$ cat src/rtl/sprite_blitter_if.sv
// Bus bundle for the sprite blitter: start/busy/done control, sprite read port
// and frame buffer write port. The blitter uses the slave view, the sequencer
// and memories the master view.
interface sprite_blitter_if #(
  parameter int SPR_IDX_W   = 3,
  parameter int SPR_A_WIDTH = 13,
  parameter int FB_A_WIDTH  = 16,
  parameter int D_WIDTH     = 8
);
  logic                   i_start;
  logic [SPR_IDX_W-1:0]   i_sprite_idx;
  logic signed [10:0]     i_x;
  logic signed [9:0]      i_y;
  logic                   i_flip_x;
  logic                   o_busy;
  logic                   o_done;
  logic [SPR_A_WIDTH-1:0] o_spr_addr;
  logic [D_WIDTH-1:0]     i_spr_data;
  logic [FB_A_WIDTH-1:0]  o_fb_addr;
  logic [D_WIDTH-1:0]     o_fb_data;
  logic                   o_fb_we;

  modport slave (
    input  i_start, i_sprite_idx, i_x, i_y, i_flip_x, i_spr_data,
    output o_busy, o_done, o_spr_addr, o_fb_addr, o_fb_data, o_fb_we
  );

  modport master (
    output i_start, i_sprite_idx, i_x, i_y, i_flip_x, i_spr_data,
    input  o_busy, o_done, o_spr_addr, o_fb_addr, o_fb_data, o_fb_we
  );
endinterface

$ cat src/rtl/sprite_blitter.sv
// Sprite blitter: copies one SPRITE_SIZE x SPRITE_SIZE sprite into the frame
// buffer at a signed screen position, skipping transparent pixels, optionally
// mirrored horizontally, clipped (never wrapped) at all four screen edges.
// Fixed cost of SPRITE_SIZE^2 + 3 cycles per blit regardless of clipping.
module sprite_blitter #(
  parameter int SCREEN_WIDTH    = 320,
  parameter int SCREEN_HEIGHT   = 180,
  parameter int SPRITE_SIZE     = 32,
  parameter int SPR_IDX_W       = 3,
  parameter int SPR_A_WIDTH     = 13,
  parameter int FB_A_WIDTH      = 16,
  parameter int D_WIDTH         = 8,
  parameter int TRANSPARENT_IDX = 0
) (
  input logic             CLK,
  input logic             rst,
  sprite_blitter_if.slave bus
);
  localparam int SS_W = $clog2(SPRITE_SIZE);
  localparam logic [SS_W-1:0]   LAST_PX  = SS_W'(SPRITE_SIZE - 1);
  localparam logic signed [10:0] SCR_W_S = 11'(SCREEN_WIDTH);
  localparam logic signed [9:0]  SCR_H_S = 10'(SCREEN_HEIGHT);

  typedef enum logic [1:0] {IDLE, READ, DRAIN, DONE} state_t;

  state_t                 state_q;
  logic                   drain_q;
  logic                   busy_q;
  logic                   done_q;
  logic [SS_W-1:0]        px_q, py_q;
  logic [SS_W-1:0]        px_d, py_d;
  logic                   last_px;
  logic [SPR_IDX_W-1:0]   idx_q;
  logic signed [10:0]     x_q;
  logic signed [9:0]      y_q;
  logic                   flip_q;
  logic [SPR_A_WIDTH-1:0] spr_addr_q;

  logic signed [10:0]     scr_x;
  logic signed [9:0]      scr_y;
  logic                   vld_p1;
  logic                   vis_p1;
  logic [FB_A_WIDTH-1:0]  fb_addr_p1;
  logic                   wr_en;
  logic                   we_p2;
  logic [FB_A_WIDTH-1:0]  fb_addr_p2;
  logic [D_WIDTH-1:0]     fb_data_p2;

  // Sprite buffer address; the mirrored column is the bitwise inverse because
  // SPRITE_SIZE is a power of two.
  function automatic logic [SPR_A_WIDTH-1:0] spr_offset(
    input logic [SPR_IDX_W-1:0] idx,
    input logic [SS_W-1:0]      row,
    input logic [SS_W-1:0]      col,
    input logic                 flip
  );
    logic [SS_W-1:0] src;
    src = flip ? ~col : col;
    return SPR_A_WIDTH'({idx, row, src});
  endfunction

  // Clip test on the signed screen coordinate; negatives are rejected, not wrapped.
  function automatic logic on_screen(input logic signed [10:0] sx,
                                     input logic signed [9:0]  sy);
    return (sx >= 11'sd0) && (sx < SCR_W_S) && (sy >= 10'sd0) && (sy < SCR_H_S);
  endfunction

  // Linear frame buffer offset; only meaningful when on_screen() holds.
  function automatic logic [FB_A_WIDTH-1:0] fb_offset(input logic signed [10:0] sx,
                                                      input logic signed [9:0]  sy);
    logic [FB_A_WIDTH-1:0] ux, uy;
    ux = FB_A_WIDTH'($unsigned(sx));
    uy = FB_A_WIDTH'($unsigned(sy));
    return uy * FB_A_WIDTH'(SCREEN_WIDTH) + ux;
  endfunction

  assign scr_x = x_q + 11'(px_q);
  assign scr_y = y_q + 10'(py_q);

  // Raster-order successor of the pixel whose address is currently presented.
  always_comb begin
    last_px = (px_q == LAST_PX) && (py_q == LAST_PX);
    px_d    = px_q + SS_W'(1);
    py_d    = (px_q == LAST_PX) ? py_q + SS_W'(1) : py_q;
  end

  // Control FSM: accept start, walk the sprite in raster order, drain the
  // two-stage write pipeline, then pulse done.
  always_ff @(posedge CLK) begin
    if (rst) begin
      state_q    <= IDLE;
      drain_q    <= 1'b0;
      busy_q     <= 1'b0;
      done_q     <= 1'b0;
      px_q       <= '0;
      py_q       <= '0;
      spr_addr_q <= '0;
    end else begin
      done_q <= 1'b0;
      unique case (state_q)
        IDLE: begin
          if (bus.i_start) begin
            idx_q      <= bus.i_sprite_idx;
            x_q        <= bus.i_x;
            y_q        <= bus.i_y;
            flip_q     <= bus.i_flip_x;
            px_q       <= '0;
            py_q       <= '0;
            spr_addr_q <= spr_offset(bus.i_sprite_idx, '0, '0, bus.i_flip_x);
            busy_q     <= 1'b1;
            state_q    <= READ;
          end
        end
        READ: begin
          if (last_px) begin
            drain_q <= 1'b0;
            state_q <= DRAIN;
          end else begin
            px_q       <= px_d;
            py_q       <= py_d;
            spr_addr_q <= spr_offset(idx_q, py_d, px_d, flip_q);
          end
        end
        DRAIN: begin
          if (drain_q) begin
            busy_q  <= 1'b0;
            done_q  <= 1'b1;
            state_q <= DONE;
          end else begin
            drain_q <= 1'b1;
          end
        end
        DONE:    state_q <= IDLE;
        default: state_q <= IDLE;
      endcase
    end
  end

  // Stage 1: screen position and visibility of the pixel whose read is in flight.
  always_ff @(posedge CLK) begin
    if (rst) vld_p1 <= 1'b0;
    else     vld_p1 <= (state_q == READ);
    vis_p1     <= on_screen(scr_x, scr_y);
    fb_addr_p1 <= fb_offset(scr_x, scr_y);
  end

  assign wr_en = vld_p1 && vis_p1 && (bus.i_spr_data != D_WIDTH'(TRANSPARENT_IDX));

  // Stage 2: frame buffer write; address and data hold between writes.
  always_ff @(posedge CLK) begin
    if (rst) begin
      we_p2      <= 1'b0;
      fb_addr_p2 <= '0;
      fb_data_p2 <= '0;
    end else begin
      we_p2 <= wr_en;
      if (wr_en) begin
        fb_addr_p2 <= fb_addr_p1;
        fb_data_p2 <= bus.i_spr_data;
      end
    end
  end

  assign bus.o_busy     = busy_q;
  assign bus.o_done     = done_q;
  assign bus.o_spr_addr = spr_addr_q;
  assign bus.o_fb_we    = we_p2;
  assign bus.o_fb_addr  = fb_addr_p2;
  assign bus.o_fb_data  = fb_data_p2;
endmodule

$ cat src/flat_wrapper.sv
// flat-port wrapper written by rule: the top's interface ports become plain ports
module sprite_blitter_flat 
#(
  parameter int SCREEN_WIDTH    = 320,
  parameter int SCREEN_HEIGHT   = 180,
  parameter int SPRITE_SIZE     = 32,
  parameter int SPR_IDX_W       = 3,
  parameter int SPR_A_WIDTH     = 13,
  parameter int FB_A_WIDTH      = 16,
  parameter int D_WIDTH         = 8,
  parameter int TRANSPARENT_IDX = 0
)
  (CLK, rst, bus_i_start, bus_i_sprite_idx, bus_i_x, bus_i_y, bus_i_flip_x, bus_i_spr_data, bus_o_busy, bus_o_done, bus_o_spr_addr, bus_o_fb_addr, bus_o_fb_data, bus_o_fb_we);
  sprite_blitter_if #(.SPR_IDX_W(SPR_IDX_W), .SPR_A_WIDTH(SPR_A_WIDTH), .FB_A_WIDTH(FB_A_WIDTH), .D_WIDTH(D_WIDTH)) bus_i ();
  input logic CLK;
  input logic rst;
  input wire logic [$bits(bus_i.i_start)-1:0] bus_i_start;
  input wire logic [$bits(bus_i.i_sprite_idx)-1:0] bus_i_sprite_idx;
  input wire logic [$bits(bus_i.i_x)-1:0] bus_i_x;
  input wire logic [$bits(bus_i.i_y)-1:0] bus_i_y;
  input wire logic [$bits(bus_i.i_flip_x)-1:0] bus_i_flip_x;
  input wire logic [$bits(bus_i.i_spr_data)-1:0] bus_i_spr_data;
  output wire logic [$bits(bus_i.o_busy)-1:0] bus_o_busy;
  output wire logic [$bits(bus_i.o_done)-1:0] bus_o_done;
  output wire logic [$bits(bus_i.o_spr_addr)-1:0] bus_o_spr_addr;
  output wire logic [$bits(bus_i.o_fb_addr)-1:0] bus_o_fb_addr;
  output wire logic [$bits(bus_i.o_fb_data)-1:0] bus_o_fb_data;
  output wire logic [$bits(bus_i.o_fb_we)-1:0] bus_o_fb_we;
  assign bus_i.i_start = bus_i_start;
  assign bus_i.i_sprite_idx = bus_i_sprite_idx;
  assign bus_i.i_x = bus_i_x;
  assign bus_i.i_y = bus_i_y;
  assign bus_i.i_flip_x = bus_i_flip_x;
  assign bus_i.i_spr_data = bus_i_spr_data;
  assign bus_o_busy = bus_i.o_busy;
  assign bus_o_done = bus_i.o_done;
  assign bus_o_spr_addr = bus_i.o_spr_addr;
  assign bus_o_fb_addr = bus_i.o_fb_addr;
  assign bus_o_fb_data = bus_i.o_fb_data;
  assign bus_o_fb_we = bus_i.o_fb_we;
  sprite_blitter #(.SCREEN_WIDTH(SCREEN_WIDTH), .SCREEN_HEIGHT(SCREEN_HEIGHT), .SPRITE_SIZE(SPRITE_SIZE), .SPR_IDX_W(SPR_IDX_W), .SPR_A_WIDTH(SPR_A_WIDTH), .FB_A_WIDTH(FB_A_WIDTH), .D_WIDTH(D_WIDTH), .TRANSPARENT_IDX(TRANSPARENT_IDX)) u_core (.CLK(CLK), .rst(rst), .bus(bus_i));
endmodule
$ cat config.mk
export PLATFORM = sky130hd
export DESIGN_NAME = sprite_blitter_flat
export DESIGN_NICKNAME = d
export VERILOG_FILES = /design/src/rtl/sprite_blitter_if.sv /design/src/rtl/sprite_blitter.sv /design/src/flat_wrapper.sv
export SDC_FILE = /design/constraint.sdc
export NUM_CORES = 1
export LEC_CHECK = 0
export ABC_AREA = 1
export CAP_MARGIN = 20
export CORE_ASPECT_RATIO = 0.8
export CORE_MARGIN = 3
export CORE_UTILIZATION = 54
export CTS_CLUSTER_SIZE = 30
export DETAILED_ROUTE_END_ITERATION = 6
export GPL_TIMING_DRIVEN = 0
export PLACE_DENSITY = 0.79
export SLEW_MARGIN = 20
export SYNTH_ARGS = -nofsm -noshare
export SYNTH_HDL_FRONTEND = slang
export SYNTH_SLANG_ARGS = --single-unit
$ cat constraint.sdc
create_clock -name CLK -period 3.9 [get_ports CLK]
set_input_delay 0.585 -clock CLK [delete_from_list [all_inputs] [get_ports CLK]]
set_output_delay 0.585 -clock CLK [all_outputs]
set_load 0.03 [all_outputs]
## After elaboration in Yosys (flattened, before gate mapping)

Cells that the tools add are included.

- Register bits: 96
- Word-level logic and storage cells: 77

- $add $sub $neg: 5
- Multiply operators: 1
- $lt $le $gt $ge: 4
- Eq/ne operators: 9
- Mux-type cells: 21
- Bitwise logic cells: 3
- Reductions and logical operators: 17

Operator list:

| cell | number |
|---|---|
| 2-to-1 mux 5 bit | 6 |
| 2-to-1 mux 13 bit | 2 |
| case mux 13 bit (2 select lines) | 1 |
| case mux 5 bit (2 select lines) | 2 |
| adder 16 x 11 -> 16 bit | 1 |
| AND reduction 3 bit | 4 |
| adder 11 x 5 -> 11 bit | 1 |
| >= comparator 11 x 1 -> 1 bit, second input constant | 1 |
| less-than comparator 11 x 10 -> 1 bit, second input constant | 1 |
| adder 10 x 5 -> 10 bit | 1 |
| adder 5 x 1 -> 5 bit, second input constant | 2 |
| == test 5 bit, second input constant | 2 |
| >= comparator 10 x 1 -> 1 bit, second input constant | 1 |
| less-than comparator 10 x 9 -> 1 bit, second input constant | 1 |
| multiplier 10 x 3 -> 10 bit, second input constant | 1 |
| case mux 2 bit (4 select lines) | 1 |
| nonzero test 8 bit | 1 |
| logical AND 1 bit | 6 |
| 2-to-1 mux 2 bit | 3 |
| nonzero test 2 bit | 3 |
| NOT 5 bit | 1 |
| == test 2 bit, second input constant | 2 |
| 2-to-1 mux 1 bit | 4 |
| != test 2 x 1 -> 1 bit, second input constant | 2 |
| 7 further kinds | 10 |

## Depth between registers and ports, before layout

- Depth in word-level cells: 5
- Depth in mapped cells: 22
- Depth with buffers taken out: 22

## Worst setup path after synthesis

No wires, ideal clock.

- Path kind: register -> register
- Start: register, netlist name u_core.bus.o_spr_addr[5]
- End: register u_core.fb_addr_p1[15]
- Library setup time: 0.112 ns
- Data arrival time: 3.482 ns
- Required time: 3.788 ns
- Path slack: 0.306 ns
- Cell stages (with the launch flop): 23
- Buffers on the path: 0
- Clock period less this slack: 3.594 ns
- Path through: dfxtp_1 > ha_1 > inv_1 > fa_1 > inv_1 > nand3_1 > nand2_1 > nand2_1 > nand2_1 > inv_1 > ha_1 > inv_1 > fa_1 > inv_1 > ha_1 > a21oi_1 > o21ai_0 > nor2_1 > nor2_1 > nand3_1 > inv_1 > nand2_1 > nand2_1

RTL lines:

| what | line | source |
|---|---|---|
| end signal, assigned | sprite_blitter.sv:144 | `fb_addr_p1 <= fb_offset(scr_x, scr_y);` |
| end, declared | sprite_blitter.sv:43 | `logic [FB_A_WIDTH-1:0] fb_addr_p1;` |

==> results <==
power groups by stage:
stage	Sequential [mW]	Combinational, mW	Clock (mW)
after global routing	1.22	1.14	0.673
after detailed placement	1.23	0.992	0
after CTS	1.21	1.00	0.626
after global placement	1.22	0.952	0
final	1.21	1.03	0.612
after floorplan	1.29	0.640	0
critical path, cell delays in order (launching register included):
cell and delay, ps:
dfxtp_4 390, ha_1 220, inv_1 70, fa_1 400, inv_1 100, nand3_1 90
nand2_1 100, nand2_1 50, nand2_1 80, inv_1 80, ha_1 310, inv_1 60
fa_1 520, inv_1 70, ha_4 240, a21oi_1 180, o21ai_2 80, nor2_2 150
nor2_1 60, nand3_1 110, inv_1 40, nand2_1 50, nand2_1 50
through the flow:
stage | utilization | std cells | hold slack [ps] | cell area [sq um] | setup TNS (ps)
2_1_floorplan | - | 562 | 428 | 4670 | 0
3_3_place_gp | 0.681 | 745 | 457 | 5560 | -5880
3_5_place_dp | 0.683 | 747 | 469 | 5580 | 0
4_1_cts | 0.707 | 763 | 486 | 5770 | 0
5_1_grt | 0.710 | 763 | 512 | 5800 | -2.05
6_report | 0.710 | 763 | 486 | 5800 | 0
synthesized netlist by cell type (2+ instances only):
library cell,count,share of area
nand2_1,111,0.089
nor4_1,2,0.0027
fa_1,4,0.017
nand3_2,2,0.0043
o21ai_0,38,0.041
nand3_1,33,0.035
nand2_4,3,0.0072
a21o_1,2,0.0032
clkbuf_1,5,0.0040
buf_6,3,0.0072
nand4_1,7,0.0094
edfxtp_1,25,0.16
xor2_1,13,0.024
xnor2_1,9,0.017
a21oi_1,31,0.033
ha_1,35,0.094
nand2_2,3,0.0040
a21oi_2,2,0.0038
a31oi_1,3,0.0040
nand3b_1,5,0.0080
inv_1,60,0.048
or2_1,4,0.0054
nor2_1,70,0.056
inv_2,2,0.0016
nor3_1,5,0.0054
dfxtp_1,66,0.28
buf_2,3,0.0032
cell families after synthesis:
group / Yosys count / synth area share
AO/OA/AOI/OAI: 85 / 0.102
AND/OR/NAND/NOR: 249 / 0.234
adder cells (fa/ha/maj): 39 / 0.111
flip-flops: 91 / 0.444
buffers and inverters: 76 / 0.0683
XOR/XNOR: 22 / 0.0413
state kept, by name, summed over array words and instances (netlist names):
register / cells
u_core.bus.o_busy: 1
u_core.bus.o_done: 1
u_core.bus.o_fb_addr: 16
u_core.bus.o_fb_data: 8
u_core.bus.o_fb_we: 1
u_core.bus.o_spr_addr: 13
u_core.drain_q: 1
u_core.fb_addr_p1: 16
u_core.flip_q: 1
u_core.idx_q: 3
u_core.px_q: 5
u_core.state_q: 2
u_core.vis_p1: 1
u_core.vld_p1: 1
u_core.x_q: 11
u_core.y_q: 10
how the worst min path moves through the flow:
stage | from | to | slack (ps) | depth (start not counted)
final | u_core.drain_q | u_core.bus.o_done | 490 | 2
after global routing | u_core.bus.o_fb_data[2] | u_core.bus.o_fb_data[2] | 510 | 2
after floorplan | u_core.drain_q | u_core.bus.o_done | 430 | 2
after CTS | u_core.drain_q | u_core.bus.o_done | 490 | 2
after global placement | u_core.drain_q | u_core.bus.o_done | 460 | 2
after detailed placement | u_core.drain_q | u_core.bus.o_done | 470 | 2
per-layer routing:
layer	vias to the layer above	wire, um
li1	2021	-
met1	1805	4690
met2	116	4550
met3	16	713
met4	0	159
met5	-	0
area by class of cell:
type	count	area (sq um)
Buffer	12	72.6
Clock buffer	11	153
Clock inverter	5	42.5
Fill cell	650	2360
Inverter	64	246
Multi-Input combinational cell	395	2310
Sequential cell	91	2080
Tap cell	108	135
Timing Repair Buffer	77	766
what timing repair did:
item                                   4_1_cts  5_1_grt
gates resized for setup                      0        7
endpoints found under the hold margin        0        0
setup endpoints to repair                    0        3
buffers inserted                             0        0
==> out/metrics.yaml <==
via_count: 3958
sw_frac_of_total: 0.358
clock_insertion_delay_worst_skew_ps: 350
worstSetupPathType: "flop to flop"
dp.final_hpwl_mm: 7.86
drv_slew: 0
synth_nets: 637
fin_crit_ps: 3620
n_antenna_cell: 0
fin_ws_ps: 276
die_w_um: 110
grt_pass1_wl_mm: 16.9
switchingPower_mw: 1.02
drv_cap: 0
yosysWarningCount: 0
grt_max_degree: 17
drc_errors: 0
grtUsageTotal: 0.219
synth.distinct_cells: 43
clk_pin_slew_ps: 90
crit_fanout: 6
power_density_nw_per_um2: 490
cp.arrival_ps: 3880
synth_area_sq_um: 4670
peakVddDrop_mv: 0.248
p_comb_frac: 0.361
rows: 29
crit_start: "u_core.bus.o_spr_addr[5]"
synth-async-reset-ratio: 0
tritoncts: "yes"
setup_viol: 0
worstPathRequired_ps: 4150
hold_viol_final: 0
p_int_mw: 1.83
endpoint: "u_core.fb_addr_p1[15]"
cts_buffers: 9
worst_pin_slew_ps: 703
end_kind: "flop"
die_area_sq_um: 9810
dr.pass1.iters: 5
synth_seq_cells: 91
place_congestion: 0.854
ios: 76
synthToLayoutAreaGrowth_pct: 24.2
seq_area_frac_synth: 0.444
total_power_mw: 2.84
min_path_type: "flop to flop"
ctsRootBufferMaster: "clkbuf_8"
met2_usage: 0.365
worst-r2r-cell-count: 22
core_sq_um: 8160
grt_util_met1: 0.282
use_met3: 0.0542
busiest_layer: "met2"
port_buffers: 75
worstReg2RegStart: "u_core.bus.o_spr_addr[5]"
fmax_mhz: 276
antenna_found_initial: 0
cts-htree-levels: 3
ant_nets: 0
holdBufCountCts: 0
drt-vias-per-instance: 5.19
clock_skew_ps: 6.93
drive_above_1_share: 0.0779
wl_per_cell_um: 13.3
cp-start-kind: "flop"
start_util: 0.572
drt-initial-drc-count: 208
grt_pass1_vias: 3806
p_leak_nw: 2.57
clockPowerShare: 0.215
clock_sinks: 91
syn_inst: 562
ctsLongestPathBuffers: 2
r2r_end: "u_core.fb_addr_p1[15]"
syn_avg_cell_area_sq_um: 8.31
dp_slack_ps: 113
final_cell_mix: "111 x nand2_1, 75 x clkdlybuf4s50_1, 69 x nor2_1, 65 x dfxtp_1, 60 x inv_1"
die_y_um: 89.2
finalWirelength_mm: 10.1
overflow: 0
fin_nets: 725
max-slew-margin-rel: 0.529
synth-edff-count: 25
final_common_cell: "nand2_1"
period_share: 0.929
outcome: "finished clean"
synth_ff_type: "dfxtp_1"
seq_power_share: 0.424
r2r_setup_slack_ps: 280
No activity file was read; power rests on OpenSTA's default activity.
